--- config.mk ---
export PLATFORM = sky130hd
export DESIGN_NAME = div_unit
export DESIGN_NICKNAME = d
export VERILOG_FILES = /design/src/rtl/div_unit.sv
export SDC_FILE = /design/constraint.sdc
export NUM_CORES = 1
export LEC_CHECK = 0
export ABC_CLOCK_PERIOD_IN_PS = 6400
export CAP_MARGIN = 20
export CORE_MARGIN = 5
export CORE_UTILIZATION = 57
export CTS_CLUSTER_DIAMETER = 100
export DETAILED_ROUTE_END_ITERATION = 6
export PLACE_DENSITY_LB_ADDON = 0.3
export SYNTH_ARGS = -nofsm -noshare
export SYNTH_HDL_FRONTEND = slang
export SYNTH_SLANG_ARGS = --single-unit
--- constraint.sdc ---
create_clock -name clk -period 6.4 [get_ports clk]
set_clock_uncertainty 0.1 [all_clocks]
set_input_delay 1.28 -clock clk [delete_from_list [all_inputs] [get_ports clk]]
set_output_delay 1.28 -clock clk [all_outputs]
set_load 0.1 [all_outputs]
--- src/rtl/div_unit.sv ---
// Radix-2 restoring 32/32 divider for the E stage: DIV/DIVU producing {hi=remainder, lo=quotient}.
// Latency: 1 start cycle + 32 BUSY cycles, result registered on entry to DONE; stalls E until then.
module div_unit (
    input  logic        clk,
    input  logic        rst,
    input  logic        div_enE,
    input  logic        signed_divE,
    input  logic [31:0] src_aE,
    input  logic [31:0] src_bE,
    input  logic        hold_otherE,
    input  logic        flush_divE,
    output logic        div_stallE,
    output logic [63:0] div_resultE,
    output logic        div_validE
);

    typedef enum logic [1:0] {IDLE, BUSY, DONE} state_t;

    state_t      state, state_nxt;
    logic [5:0]  cnt;
    logic [31:0] dvsr;
    logic [31:0] quo;
    logic [31:0] prem;
    logic        q_neg, r_neg;

    logic        start;
    logic [31:0] a_abs, b_abs;
    logic [32:0] shifted, diff;
    logic        ge;
    logic [31:0] prem_step, quo_step;
    logic [31:0] quo_fin, rem_fin;

    assign start = (state == IDLE) & div_enE & ~flush_divE;

    assign a_abs = (signed_divE & src_aE[31]) ? -src_aE : src_aE;
    assign b_abs = (signed_divE & src_bE[31]) ? -src_bE : src_bE;

    // 33-bit partial remainder: prem shifted left with the next dividend bit.
    assign shifted   = {prem, quo[31]};
    assign diff      = shifted - {1'b0, dvsr};
    assign ge        = ~diff[32];
    assign prem_step = ge ? diff[31:0] : shifted[31:0];
    assign quo_step  = {quo[30:0], ge};

    assign quo_fin = q_neg ? -quo_step  : quo_step;
    assign rem_fin = r_neg ? -prem_step : prem_step;

    assign div_validE = (state == DONE);

    always_comb begin
        state_nxt  = state;
        div_stallE = 1'b0;
        case (state)
            IDLE: begin
                div_stallE = div_enE & ~flush_divE;
                if (start) state_nxt = BUSY;
            end
            BUSY: begin
                div_stallE = 1'b1;
                if (cnt == 6'd31) state_nxt = DONE;
            end
            DONE: begin
                if (!hold_otherE) state_nxt = IDLE;
            end
            default: state_nxt = IDLE;
        endcase
        if (flush_divE) begin
            state_nxt  = IDLE;
            div_stallE = 1'b0;
        end
        if (!rst) div_stallE = 1'b0;
    end

    always_ff @(posedge clk) begin
        if (!rst) begin
            state       <= IDLE;
            cnt         <= 6'd0;
            dvsr        <= 32'd0;
            quo         <= 32'd0;
            prem        <= 32'd0;
            q_neg       <= 1'b0;
            r_neg       <= 1'b0;
            div_resultE <= 64'h0;
        end else begin
            state <= state_nxt;
            if (start) begin
                dvsr  <= b_abs;
                quo   <= a_abs;
                prem  <= 32'd0;
                cnt   <= 6'd0;
                q_neg <= signed_divE & (src_aE[31] ^ src_bE[31]);
                r_neg <= signed_divE & src_aE[31];
            end else if (state == BUSY) begin
                prem <= prem_step;
                quo  <= quo_step;
                cnt  <= cnt + 6'd1;
                // Final step: a flush on this edge discards the result.
                if (cnt == 6'd31 && !flush_divE)
                    div_resultE <= {rem_fin, quo_fin};
            end
        end
    end

endmodule

==> results.py <==
metrics = {
    "route": {
        "dr.first_iter.drc_count": 1008,
        "wl_per_cell_um": 18.22,
        "drc_errors": 0,
        "vias_per_cell": 6.184,
        "first_pass_iters": 6,
        "postRouteAntennaNets": 0,
        "wl_um": 34300,
        "vias": 11650,
    },
    "synth": {
        "syn_area_um2": 11450,
        "ys.flop_type": "dfxtp_1",
        "synth_top_cell_area_share_pct": 29.71,
        "syn_area_per_cell_um2": 7.492,
        "ys_warn_count": 0,
        "seq_area_frac_synth_pct": 29.71,
        "yosys-top-cells-area": "dfxtp_1 30%, a21oi_1 6.5%, nor2_1 6.3%",
        "post-synth-top-count-cell": "nor2_1",
        "synthArstFlopShare_pct": 0,
        "yosysTopAreaCell": "dfxtp_1",
        "synthTopCellsByCount": "191 x nor2_1, 177 x nand2_1, 170 x dfxtp_1",
        "ys_types": 82,
        "synth_nets": 1637,
        "synth-edff-count": 0,
        "ys_seq_elements": 170,
        "netlist_instances": 1529,
    },
    "setup_path": {
        "cp-end-kind": "flip-flop",
        "critPathKind": "flip-flop to flip-flop",
        "critPathTopFamily": "compound AO/OA/AOI/OAI gates",
        "cp_slowest_cell": "o41ai_1",
        "slowest_delay_ps": 440,
        "cp.required_ps": 6620,
        "crit_chain": "inv_1 -> ha_1 -> fa_1 -> nor2b_1 -> o31a_4 -> o21ai_2 -> a21oi_2 -> o211ai_2 -> a31oi_4 -> xor2_4 -> nand2_1 -> o21ai_0 -> ha_1 -> and2_1 -> nand2_1 -> nor2_1 -> nor4b_1 -> mux2i_1 -> o41ai_1 -> mux2i_1 -> nand2_1",
        "cp_num_buf_inv": 1,
        "startpoint_type": "flip-flop",
        "path_max_fanout": 7,
        "path_common_cell": "nand2_1",
        "worstPathArrival_ps": 5170,
    },
    "power": {
        "cellInternalPower_mw": 2.049,
        "peakVddDrop_mv": 0.1967,
        "powerDensity_nw_per_um2": 244.8,
        "power_leakage_nw": 4.825,
        "switchingPower_mw": 1.247,
        "total_power_mw": 3.296,
        "p_clk_share_pct": 29.9,
        "power_switching_share_pct": 37.83,
        "pwr-share-seq_pct": 34.7,
        "p_comb_share_pct": 35.4,
    },
    "floorplan": {
        "start_util_pct": 58.28,
        "ioPinCount": 136,
        "fp.dieW_um": 151.8,
        "coreArea_um2": 19650,
        "rows": 51,
        "die-area_um2": 23030,
        "die_h_um": 151.8,
    },
    "global_route": {
        "grt-ovfl-total": 0,
        "grt_pass1_wl_um": 54350,
        "groute.usage.overall_pct": 29.63,
        "antenna_found_initial": 0,
        "grt_max_degree": 97,
        "grt_pass1_vias": 10490,
    },
    "final_layout": {
        "fill_cells": 1666,
        "final_nets": 1713,
        "sequential_cell_area_um2": 3403,
        "drive_gt1_share_pct": 4.759,
        "final_util_pct": 68.51,
        "areaGrowthSynthToFinish_pct": 17.54,
        "multiInputGateArea_um2": 7496,
        "final_cell_area_um2": 13460,
        "n_antenna_cell": 0,
    },
    "cts": {
        "cts_hold_buf": 0,
        "clk_pin_slew_ps": 70,
        "cts_root_buffer": "clkbuf_16",
        "cts_setup_buffers": 0,
        "cts.sinks": 170,
        "htree_levels": 4,
        "clk_latency_ps": 430,
        "cts-buffers-inserted": 17,
        "clockBufferDepth": 2,
        "cts_tree": "done",
        "cts_resized": 0,
    },
    "sta": {
        "tightest_slew_ps": 1046,
        "min_period_ps": 4951,
        "fin_setup_tns_ps": 0,
        "slew_violations": 0,
        "hold_viol": 0,
        "relSlewSlack_pct": 30.06,
        "rsz0062_at_grt": "no",
        "min_period_over_period_pct": 77.36,
        "max_freq_ghz": 0.2020,
        "setup_violations": 0,
    },
    "min_path": {
        "hp-class": "flip-flop to flip-flop",
    },
    "place": {
        "hpwl_um": 25780,
        "place_area_um2": 12870,
        "globalplace.congestion": 0.9867,
        "port_buffers": 135,
    },
    "flow_run": {
        "cap_viol_max_count": 0,
    },
    "outcome": {
        "status": "finished, final reports clean",
    },
}
[sequential cells by signal, summed over array words and instances, names as in the netlist]
| register | count |
|---|---|
| q_neg | 1 |
| r_neg | 1 |
| prem | 32 |
| cnt | 6 |
| state | 2 |
| div_resultE | 64 |
| quo | 32 |
| dvsr | 32 |
[layout make-up]
| cell class | instances | area share, % |
|---|---|---|
| Multi-Input combinational cell | 1214 | 55.67 |
| Sequential cell | 170 | 25.28 |
| Timing Repair Buffer | 148 | 10.89 |
| Clock buffer | 20 | 3.392 |
| Tap cell | 265 | 2.463 |
| Inverter | 54 | 1.515 |
| Clock inverter | 12 | 0.7899 |
[power groups by stage]
stage	combinational, mW	sequential, mW	clock (mW)
2_1_floorplan	0.850	1.15	0
3_3_place_gp	1.12	1.16	0
3_5_place_dp	1.13	1.17	0
4_1_cts	1.14	1.14	0.995
5_1_grt	1.27	1.15	1.04
6_report	1.17	1.14	0.987
[per-layer routing]
metal	track usage [%]	part of all wire (%)	vias to the layer above	wire length [um]
li1	-	-	5655	-
met1	41.87	44	5419	15090
met2	46.78	45	503	15490
met3	4.551	8.3	68	2863
met4	8.940	2.5	0	858
met5	0	0	-	0
[metrics by stage]
| stage | setup WS (ps) | hold WS (ps) | std cells |
|---|---|---|---|
| after detailed placement | 1541 | 347.8 | 1850 |
| final | 1449 | 355.0 | 1883 |
| after global placement | 1659 | 337.9 | 1850 |
| after CTS | 1519 | 356.1 | 1882 |
| after global routing | 1166 | 380.8 | 1883 |
| after floorplan | 1425 | 336.3 | 1529 |
[placed cells by master, fill, tap and decap left out, types with 5 or more instances in the layout]
master / count
nand2_1: 177
nand3_1: 30
o41ai_1: 11
or2_2: 5
nor2b_1: 5
and3_1: 14
clkdlybuf4s50_1: 134
a311oi_1: 6
mux2i_1: 30
a21oi_1: 149
o21ai_0: 74
a211oi_1: 84
o21bai_1: 5
and2_1: 11
nor3_1: 37
nand2b_1: 10
nand4_1: 13
ha_1: 37
or3_1: 17
clkbuf_16: 17
a31oi_1: 13
o21a_1: 9
buf_4: 13
xor2_1: 79
or4_1: 8
a22oi_1: 32
inv_1: 52
nor4_1: 19
dfxtp_1: 170
a21o_1: 8
nor2_1: 190
o31ai_1: 20
o211ai_1: 9
xnor2_1: 43
[worst paths after layout]
check	startpoint	slack, ps	to	cells after the start
worst min-delay path	div_resultE[47]$_SDFFE_PN0P_	360	div_resultE[47]$_SDFFE_PN0P_	2
worst max register to register	quo[31]$_SDFFE_PN0P_	1450	div_resultE[56]$_SDFFE_PN0P_	21
worst min register to register	div_resultE[47]$_SDFFE_PN0P_	360	div_resultE[47]$_SDFFE_PN0P_	2
worst max-delay path	quo[31]$_SDFFE_PN0P_	1450	div_resultE[56]$_SDFFE_PN0P_	21
[cells by family after synthesis]
| kind of cell | count (synthesis) | share of synthesized area (%) |
|---|---|---|
| flops | 170 | 29.71 |
| xor+xnor | 123 | 9.569 |
| mux | 34 | 3.015 |
| compound gates | 460 | 26.10 |
| fa+ha+maj | 38 | 4.216 |
| simple gates | 559 | 22.36 |
| buf+inv | 145 | 5.036 |
[worst min-delay path: cells and delay by family (launching register included)]
| kind | cells | cell delay, ps |
|---|---|---|
| AO/OA/AOI/OAI | 1 | 50 |
| AND/OR/NAND/NOR | 1 | 50 |
| flip-flops | 1 | 310 |
Note: power is estimated with default switching activity, not from simulation.
